**config.mk**
```make
export PLATFORM = sky130hd
export DESIGN_NAME = clkmeas
export DESIGN_NICKNAME = d
export VERILOG_FILES = /design/src/rtl/clkmeas.sv
export SDC_FILE = /design/constraint.sdc
export NUM_CORES = 1
export LEC_CHECK = 0
export ABC_AREA = 1
export CAP_MARGIN = 20
export CORE_MARGIN = 3
export CORE_UTILIZATION = 25
export CTS_CLUSTER_DIAMETER = 50
export DETAILED_ROUTE_END_ITERATION = 8
export GPL_ROUTABILITY_DRIVEN = 0
export HOLD_SLACK_MARGIN = 0.02
export SYNTH_ARGS = -nofsm -noshare
export SYNTH_HDL_FRONTEND = slang
export SYNTH_SLANG_ARGS = --single-unit
```
**constraint.sdc**
```tcl
create_clock -name clk -period 4.6 [get_ports clk]
set_input_delay 1.38 -clock clk [delete_from_list [all_inputs] [get_ports clk]]
set_output_delay 1.38 -clock clk [all_outputs]
set_load 0.1 [all_outputs]
```
**src/rtl/clkmeas.sv**
```systemverilog
// Clock ratio meter: measures period and high time of a slow input in clk cycles,
// flags timeouts (stalled) and a stable ratio (locked).
module clkmeas #(
  parameter int N     = 8,
  parameter int LOCKN = 4
) (
  input  logic         clk,
  input  logic         rst_n,
  input  logic         sig_i,
  output logic [N-1:0] period_o,
  output logic [N-1:0] high_o,
  output logic         valid_o,
  output logic         stalled_o,
  output logic         locked_o
);

  localparam logic [0:0]   IDLE   = 1'b0;
  localparam logic [0:0]   MEAS   = 1'b1;
  localparam logic [N-1:0] CNT_TO = {{(N-1){1'b1}}, 1'b0};
  localparam logic [7:0]   M_MAX  = 8'(LOCKN - 1);

  logic [2:0]   sync_q;
  logic [0:0]   state_q, state_d;
  logic [N-1:0] cnt_q, cnt_d;
  logic [N-1:0] hcnt_q, hcnt_d;
  logic [N-1:0] period_q, period_d;
  logic [N-1:0] high_q, high_d;
  logic         valid_q, valid_d;
  logic         stalled_q, stalled_d;
  logic         locked_q, locked_d;
  logic [7:0]   mcnt_q, mcnt_d;

  logic rise, fall;
  logic [N-1:0] cnt_inc;

  // sync_q[0]..[2] are the s1..s3 stages; edges are detected between s2 and s3
  assign rise    = sync_q[1] & ~sync_q[2];
  assign fall    = ~sync_q[1] & sync_q[2];
  assign cnt_inc = cnt_q + 1'b1;

  always_comb begin
    state_d   = state_q;
    cnt_d     = cnt_q;
    hcnt_d    = hcnt_q;
    period_d  = period_q;
    high_d    = high_q;
    valid_d   = 1'b0;
    stalled_d = stalled_q;
    locked_d  = locked_q;
    mcnt_d    = mcnt_q;
    case (state_q)
      IDLE: begin
        cnt_d = '0;
        if (rise) begin
          state_d = MEAS;
        end
      end
      MEAS: begin
        if (rise) begin
          period_d  = cnt_inc;
          high_d    = hcnt_q;
          valid_d   = 1'b1;
          stalled_d = 1'b0;
          cnt_d     = '0;
          // a zero previous period marks the first measurement of a run
          if ((cnt_inc == period_q) && (period_q != '0)) begin
            mcnt_d = (mcnt_q >= M_MAX) ? M_MAX : mcnt_q + 8'd1;
          end else begin
            mcnt_d = 8'd0;
          end
          locked_d = (mcnt_d == M_MAX);
        end else if (cnt_q == CNT_TO) begin
          period_d  = '0;
          high_d    = '0;
          valid_d   = 1'b1;
          stalled_d = 1'b1;
          locked_d  = 1'b0;
          mcnt_d    = 8'd0;
          cnt_d     = '0;
          state_d   = IDLE;
        end else begin
          cnt_d = cnt_inc;
          if (fall) begin
            hcnt_d = cnt_inc;
          end
        end
      end
      default: begin
        state_d = IDLE;
        cnt_d   = '0;
      end
    endcase
  end

  always_ff @(posedge clk or negedge rst_n) begin
    if (!rst_n) begin
      sync_q    <= 3'b000;
      state_q   <= IDLE;
      cnt_q     <= '0;
      hcnt_q    <= '0;
      period_q  <= '0;
      high_q    <= '0;
      valid_q   <= 1'b0;
      stalled_q <= 1'b0;
      locked_q  <= 1'b0;
      mcnt_q    <= 8'd0;
    end else begin
      sync_q    <= {sync_q[1:0], sig_i};
      state_q   <= state_d;
      cnt_q     <= cnt_d;
      hcnt_q    <= hcnt_d;
      period_q  <= period_d;
      high_q    <= high_d;
      valid_q   <= valid_d;
      stalled_q <= stalled_d;
      locked_q  <= locked_d;
      mcnt_q    <= mcnt_d;
    end
  end

  assign period_o  = period_q;
  assign high_o    = high_q;
  assign valid_o   = valid_q;
  assign stalled_o = stalled_q;
  assign locked_o  = locked_q;

endmodule

```
==> results.txt, run 1 <==
Final setup viols -> 0
most frequent cells in the layout -> nand2_1, dfrtp_1, inv_1
final instance area -> 2450 um2
period utilization -> 0.703
RSZ-0062 raised after global routing -> no
worst-margin pin slew -> 0.985 ns
final hold vios -> 0
average wire per standard cell -> 11.6 um
synth warn -> 0
Syn Area/Cell -> 9.01 um2
Num CTS Buffers -> 5
Min-Delay Startpoint -> sync_q[0]
Die W -> 96.6 um
Final #Nets -> 258
clock net sink count -> 47
H-tree lvl count -> 2
type of origin of the critical path -> flop
cell count after synthesis -> 228
fraction of layout cells with a size suffix above 1 -> 0.0791
wire length on met1 -> 2200 um
Crit Reg-Reg Startpoint -> cnt_q[0]
Area after DPL -> 2350 um2
Setup Buffers After CTS -> 0
max-slew violations -> 0
vias in the first global route -> 1501
CP top delay family -> buffers and inverters
Starting Density -> 0.262
row count -> 32
normalized max-slew margin -> 0.341
clock tree buffer depth -> 2
CTS root buf -> clkbuf_8
Syn-to-layout area delta -> 19.4%
DR vias -> 1515
Syn Std Cell Area -> 2050 um2
CTS Hold Bufs -> 0
highest-delay cell along the critical path -> clkdlybuf4s50_1
Pwr Total -> 1260 uW
core area -> 7850 um2
clock latency at the later pin of the worst-skew pair -> 0.30 ns
Max Cap Viol -> 0
CTS tree -> built
Setup Total Neg Slack -> 0 ns
worst path cell trace -> clkdlybuf4s50_1
grt ovf -> 0
syn nets -> 234
die height -> 96.6 um
met2 wire len -> 1750 um
Lkg Pwr -> 0.00117 uW
post_cts resized -> 0
post-synthesis sequential area ratio -> 0.573
Remaining DRCs -> 0
most common cell after layout, fill and taps aside -> nand2_1
CP peak stage delay -> 1.16 ns
Setup Skew -> 0.00387 ns
crit path launch -> period_o[5]
VDD IR-drop max -> 0.000249 V
IO buf count -> 21
total die area -> 9340 um2
status -> finished clean
first-pass GRT wire length -> 7310 um
Netlist cell types -> 24
dpl hpwl -> 2940 um
Power Density -> 515 nW/um2
Ports -> 22
Required @ worst endpoint -> 3.22 ns
hold crit path type -> flop to flop
Filler cells -> 859
CP endpoint kind -> output port
Worst Path Max Fanout -> 4
initial antenna violation count -> 0
Buf/Inv on CP -> 1
via-per-instance ratio -> 4.27
met3 WL post-DR -> 147 um
gr usage total -> 0.0957
DRT Pass-1 Iters -> 4
Tmin final -> 3.24 ns
Seq cells post-synth -> 47
drt initial violations -> 50
antenna diode instance count -> 0
highest routed metal layer -> met4
Clk pin slew, worst setup/hold paths -> 0.08 ns
CP Class -> flop to output port
Max Freq -> 309 MHz
CP arrival -> 1.86 ns
largest net degree at the start of global routing -> 48
Final ANT Viol Nets -> 0
Post-Route WL -> 4120 um
[metrics by stage]
stage	setup WS, ns	std cells	utilization	hold slack [ns]
after CTS	1.34	354	0.310	0.356
after global routing	1.29	355	0.312	0.362
after floorplan	2.29	228	-	0.331
after detailed placement	1.67	346	0.299	0.337
after global placement	1.68	346	0.299	0.335
final	1.36	355	0.312	0.353
[cells in the mapped netlist (all sizes together)]
library cell	count	area [um2]
ha	3	37.5
buf	5	36.3
and2	1	6.26
nand4	7	50.1
a22o	8	70.1
dfrtp	47	1180
o22ai	8	50.1
nand3	18	90.1
inv	34	128
nor3	1	5.00
o21ai	10	50.0
clkinv	1	3.75
nand2	54	223
nor2	30	123
a21oi	1	5.00
[cells by family after synthesis]
family                   after synthesis  synth area share
AO/OA/AOI/OAI                         27            0.0853
adder cells (fa/ha/maj)                3            0.0183
buffers and inverters                 40            0.0817
flip-flops                            47             0.573
AND/OR/NAND/NOR                      111             0.242
[final timing paths]
| kind | to | slack, ns | cells after the start |
|---|---|---|---|
| setup / recovery | period_o[5] | 1.36 | 1 |
| hold / removal | sync_q[1] | 0.35 | 0 |
| setup reg to reg | locked_o | 2.49 | 12 |
| hold reg to reg | sync_q[1] | 0.35 | 0 |
| max in group asynchronous | hcnt_q[6] | 3.04 | 2 |
| min in group asynchronous | period_o[2] | 1.05 | 1 |
[metal layers]
metal | GRT usage | vias up
li1 | - | 778
met1 | 0.142 | 713
met5 | 0 | -
met2 | 0.135 | 22
met3 | 0.0216 | 2
met4 | 0.0356 | 0
[registers in the layout, indices dropped and copies added, names as in the netlist]
register,count
valid_o,1
hcnt_q,8
sync_q,3
high_o,8
stalled_o,1
mcnt_q,8
state_q,1
locked_o,1
cnt_q,8
period_o,8
[where the power goes]
part / switching, uW / total (uW) / internal (uW)
Combinational: 363 / 489 / 125
Clock: 134 / 241 / 107
Sequential: 57.2 / 534 / 476
[layout make-up]
class | instances | area [um2] | area share
Tap cell | 102 | 128 | 0.0521
Multi-Input combinational cell | 141 | 709 | 0.289
Inverter | 35 | 131 | 0.0536
Timing Repair Buffer | 22 | 225 | 0.0919
Sequential cell | 47 | 1180 | 0.480
Clock buffer | 7 | 76.3 | 0.0311
Clock inverter | 1 | 5.00 | 0.00204
No activity file was read; power rests on OpenSTA's default activity.
==> run 2: changes to the inputs <==
==> constraint.sdc (replaced) <==
create_clock -name clk -period 3.3 [get_ports clk]
set_input_delay 0.99 -clock clk [delete_from_list [all_inputs] [get_ports clk]]
set_output_delay 0.99 -clock clk [all_outputs]
set_load 0.1 [all_outputs]
==> results.txt, run 2 (same netlist as run 1, synthesis figures left out) <==
Lkg Pwr -> 0.00122 uW (+4.1%)
die height -> 96.6 um (unchanged)
Final Util -> 0.309 (-0.00303)
vias in the first global route -> 1433 (-4.5%)
Required @ worst endpoint -> 3.54 ns (+0.32 ns)
CP peak stage delay -> 0.51 ns (-0.65 ns)
reg2reg setup slack -> 1.21 ns (-1.28 ns)
Max Freq -> 479 MHz
Syn-to-layout area delta -> 18.2%
RSZ-0062 raised after global routing -> no
Setup Total Neg Slack -> 0 ns (unchanged)
Clk pin slew, worst setup/hold paths -> 0.08 ns (about the same)
average wire per standard cell -> 12.4 um (+7.0%)
IO buf count -> 21 (unchanged)
clock tree buffer depth -> 2 (unchanged)
highest-delay cell along the critical path -> dfrtp_1
capturing point of the worst reg2reg path -> mcnt_q[0]
max-slew violations -> 0 (unchanged)
Power Density -> 764 nW/um2 (+48%)
Worst Path Max Fanout -> 9 (+5)
Setup Buffers After CTS -> 0 (unchanged)
clock net sink count -> 47 (unchanged)
Remaining DRCs -> 0 (unchanged)
initial antenna violation count -> 0 (unchanged)
largest net degree at the start of global routing -> 30 (-38%)
CTS Hold Bufs -> 0 (unchanged)
final hold vios -> 0 (unchanged)
status -> finished clean
CTS tree -> built
core area -> 7850 um2 (unchanged)
DRT Pass-1 Iters -> 4 (unchanged)
hold crit path type -> flop to flop
worst-margin pin slew -> 0.520 ns (-0.465 ns)
Min-Delay Startpoint -> sync_q[0]
R2R cell count -> 12 (unchanged)
most frequent cells in the layout -> nand2_1, dfrtp_1, inv_1
Post-Route WL -> 4410 um (+7.0%)
CP endpoint kind -> flop
grt ovf -> 0 (unchanged)
period utilization -> 0.633
VDD IR-drop max -> 0.000413 V (+66%)
drt initial violations -> 53 (+6.0%)
CP arrival -> 2.33 ns (+0.47 ns)
via-per-instance ratio -> 4.31 (+0.92%)
Num CTS Buffers -> 5 (unchanged)
Hold Path Cell Cnt -> 0 (unchanged)
post_cts resized -> 0 (unchanged)
dpl hpwl -> 3200 um (+8.8%)
Die W -> 96.6 um (unchanged)
Filler cells -> 834 (-2.9%)
clock latency at the later pin of the worst-skew pair -> 0.30 ns (about the same)
Crit Reg-Reg Startpoint -> cnt_q[0]
Final setup viols -> 0 (unchanged)
most common cell after layout, fill and taps aside -> nand2_1
Setup Skew -> 0.00523 ns (+0.00136 ns)
first-pass GRT wire length -> 7230 um (-1.1%)
Final #Nets -> 258 (unchanged)
normalized max-slew margin -> 0.653 (+0.311)
CTS root buf -> clkbuf_8
fraction of layout cells with a size suffix above 1 -> 0.162 (+0.0830)
Starting Density -> 0.262 (unchanged)
H-tree lvl count -> 2 (unchanged)
total die area -> 9340 um2 (unchanged)
Tmin final -> 2.09 ns
antenna diode instance count -> 0 (unchanged)
Worst Hold End -> sync_q[1]
worst path cell trace -> inv_1 -> ha_1 -> inv_1 -> nand2_1 -> nand2_1 -> nor2_1 -> nand3_1 -> nor2_1 -> nand3_1 -> nor2_1 -> nand4_1 -> nand2_1
Max Cap Viol -> 0 (unchanged)
crit path launch -> cnt_q[0]
gr usage total -> 0.0983 (+0.00261)
Ports -> 22 (unchanged)
CP Class -> flop to flop
row count -> 32 (unchanged)
DR vias -> 1529 (+0.92%)
Final ANT Viol Nets -> 0 (unchanged)
type of origin of the critical path -> flop
==> run 2: cell types whose count changed in the layout (fill, tap and decap cells not counted), sizes merged <==
cell	change
buf	+19
clkdlybuf4s50	-19
bufinv	+1
clkbuf	-1
==> run 2: worst max-delay path by stage <==
stage	end	slack, ns	cells past startpoint
floorplan	period_o[3]	1.38	0
global placement	locked_o	1.29	12
detailed placement	locked_o	1.27	12
CTS	mcnt_q[0]	1.21	12
global route	mcnt_q[0]	1.05	12
finish	mcnt_q[0]	1.21	12
==> run 2: stage by stage <==
step                      hold slack, ns  worst slack, ns  power (uW)  area, um2  instances
after floorplan                    0.331             1.38        1270       2050        228
after global placement             0.337             1.29        1420       2310        347
after detailed placement           0.336             1.27        1430       2310        347
after CTS                          0.356             1.21        1860       2430        355
after global routing               0.365             1.05        1950       2430        355
final                              0.353             1.21        1850       2430        355
==> run 2: metal layers <==
layer,up-vias,wire [um],GRT usage
li1,778,-,-
met1,714,2270,0.141
met2,30,1860,0.137
met3,7,194,0.0267
met4,0,84,0.0454
met5,-,0,0
==> run 2: area by class of cell <==
| type | count | area (um2) | share of cell area |
|---|---|---|---|
| Inverter | 35 | 131 | 0.0541 |
| Sequential cell | 47 | 1180 | 0.485 |
| Clock buffer | 6 | 82.6 | 0.0340 |
| Tap cell | 102 | 128 | 0.0526 |
| Clock inverter | 2 | 35.0 | 0.0144 |
| Multi-Input combinational cell | 141 | 709 | 0.292 |
| Timing Repair Buffer | 22 | 165 | 0.0680 |
==> run 2: report_power, final <==
part	switching [uW]	internal, uW	leakage, uW
clock	189	245	0.0000612
combinational	509	158	0.000533
sequential	89.4	664	0.000624
total	787	1070	0.00122
==> run 2: critical path: cells and delay by family (launching register included) <==
| kind | cells | cell delay, ns |
|---|---|---|
| adders and majority gates | 1 | 0.40 |
| DFF | 1 | 0.51 |
| buffers and inverters | 2 | 0.21 |
| and+or+nand+nor | 9 | 0.92 |
==> run 3: changes to the inputs <==
==> constraint.sdc (replaced) <==
create_clock -name clk -period 1.8 [get_ports clk]
set_input_delay 0.54 -clock clk [delete_from_list [all_inputs] [get_ports clk]]
set_output_delay 0.54 -clock clk [all_outputs]
set_load 0.1 [all_outputs]
==> results.txt, run 3 (same netlist as run 1, synthesis figures left out) <==
Final ANT Viol Nets -> 0 (unchanged)
largest net degree at the start of global routing -> 48 (+60%)
hold crit path type -> primary input to asynchronous set/reset pin
average wire per standard cell -> 12.3 um (-1.2%)
first-pass GRT wire length -> 7530 um (+4.2%)
Ports -> 22 (unchanged)
Required @ worst endpoint -> 2.03 ns (-1.51 ns)
DR vias -> 1579 (+3.3%)
Setup Total Neg Slack -> 0 ns (unchanged)
R2R cell count -> 11 (-1)
DRT Pass-1 Iters -> 4 (unchanged)
VDD IR-drop max -> 0.000674 V (+63%)
die height -> 96.6 um (unchanged)
Syn-to-layout area delta -> 32.4%
placed insts -> 352 (+1.4%)
Setup Skew -> 0.00658 ns (+0.00135 ns)
DP Worst Slack -> 0.0212 ns (-1.25 ns)
fraction of layout cells with a size suffix above 1 -> 0.212 (+0.0495)
dpl hpwl -> 3210 um (+0.20%)
period utilization -> 0.944 (+0.311)
antenna diode instance count -> 0 (unchanged)
gr usage total -> 0.0994 (+0.00108)
Clk pin slew, worst setup/hold paths -> 0.08 ns (about the same)
Starting Density -> 0.262 (unchanged)
initial antenna violation count -> 0 (unchanged)
Max Freq -> 589 MHz (+23%)
clock tree buffer depth -> 2 (unchanged)
Final #Nets -> 265 (+2.7%)
Tmin final -> 1.70 ns (-0.389 ns)
Lkg Pwr -> 0.00128 uW (+5.4%)
area taken by flip-flops and latches -> 1180 um2 (+0.43%)
clock net sink count -> 47 (unchanged)
Final Util -> 0.346 (+0.0370)
Remaining DRCs -> 0 (unchanged)
normalized max-slew margin -> 0.776 (+0.124)
Final setup viols -> 0 (unchanged)
max-slew violations -> 0 (unchanged)
multi-input logic area -> 729 um2 (+2.8%)
clock latency at the later pin of the worst-skew pair -> 0.30 ns (about the same)
via-per-instance ratio -> 4.36 (+1.3%)
final hold vios -> 0 (unchanged)
Max Cap Viol -> 0 (unchanged)
most frequent cells in the layout -> nand2_1, dfrtp_1, inv_1
Filler cells -> 813 (-2.5%)
Power Density -> 1300 nW/um2 (+70%)
Num CTS Buffers -> 5 (unchanged)
reg2reg setup slack -> 0.10 ns (-1.11 ns)
status -> finished clean
total die area -> 9340 um2 (unchanged)
Die W -> 96.6 um (unchanged)
Crit Reg-Reg Startpoint -> cnt_q[0]
CTS root buf -> clkbuf_8
worst-margin pin slew -> 0.335 ns (-0.185 ns)
type of origin of the critical path -> flop
Worst Hold Slack -> 0.206 ns (-0.147 ns)
IO buf count -> 21 (unchanged)
CTS tree -> built
Worst Path Max Fanout -> 4 (-5)
Post-Route WL -> 4450 um (+0.73%)
row count -> 32 (unchanged)
core area -> 7850 um2 (unchanged)
CP endpoint kind -> flop
CP arrival -> 1.93 ns (-0.40 ns)
CTS Hold Bufs -> 0 (unchanged)
grt ovf -> 0 (unchanged)
RSZ-0062 raised after global routing -> yes
CP Class -> flop to flop
final worst setup slack -> 0.101 ns (-1.11 ns)
capturing point of the worst reg2reg path -> mcnt_q[0]
most common cell after layout, fill and taps aside -> nand2_1
drt initial violations -> 114 (+120%)
H-tree lvl count -> 2 (unchanged)
vias in the first global route -> 1551 (+8.2%)
fin cells -> 362 (+2.0%)
[run 3: cell count changes in the layout (fill, tap and decap cells not counted), sizes merged]
cell	before	now
buf	21	28
bufinv	1	0
clkinv	2	1
clkbuf	6	8
[run 3: area by class of cell]
cell class | count | share of cell area
Sequential cell | 47 | 0.435
Timing Repair Buffer | 29 | 0.172
Tap cell | 102 | 0.0470
Multi-Input combinational cell | 141 | 0.268
Clock buffer | 8 | 0.0295
Inverter | 35 | 0.0483
[run 3: stage by stage]
step           total power (uW)  cell area [um2]
6_report                   3530             2720
4_1_cts                    3510             2690
2_1_floorplan              2330             2060
3_3_place_gp               2880             2600
5_1_grt                    3730             2720
3_5_place_dp               2890             2600
[run 3: worst max-delay path, cell delays in order, from the launching register on]
cell and delay (ns):
dfrtp_1 0.40, inv_2 0.08, buf_4 0.14, nor2_2 0.16, nand2_1 0.11, nand2_2 0.11
nand2_1 0.06, nand2_1 0.06, nand3_1 0.08, nor2_1 0.21, nand4_1 0.13, nand2_1 0.09
[run 3: metal layers]
metal / global-route usage / routed length, um / vias up
li1: - / - / 792
met1: 0.135 / 2120 / 750
met2: 0.152 / 2050 / 32
met3: 0.0310 / 221 / 5
met4: 0.0292 / 54 / 0
met5: 0 / 0 / -
[run 3: timing repair]
action	in CTS	in global routing
gates resized for setup	0	8
endpoints found under the setup margin	2	3
setup buffers	1	1
gates cloned	0	0
pin swaps	0	3
[run 3: worst max-delay path by stage]
stage / startpoint / end / slack [ns]
2_1_floorplan: period_o[7] / locked_o / 0.06
3_3_place_gp: cnt_q[0] / locked_o / 0.13
3_5_place_dp: cnt_q[0] / mcnt_q[0] / 0.02
4_1_cts: cnt_q[0] / mcnt_q[0] / 0.07
5_1_grt: cnt_q[0] / mcnt_q[0] / -0.03
6_report: cnt_q[0] / mcnt_q[0] / 0.10
[run 3: report_power, final]
part | leakage, uW | internal, uW | switching [uW]
clock network | 0.0000395 | 276 | 326
logic | 0.000626 | 542 | 951
registers | 0.000619 | 1230 | 206
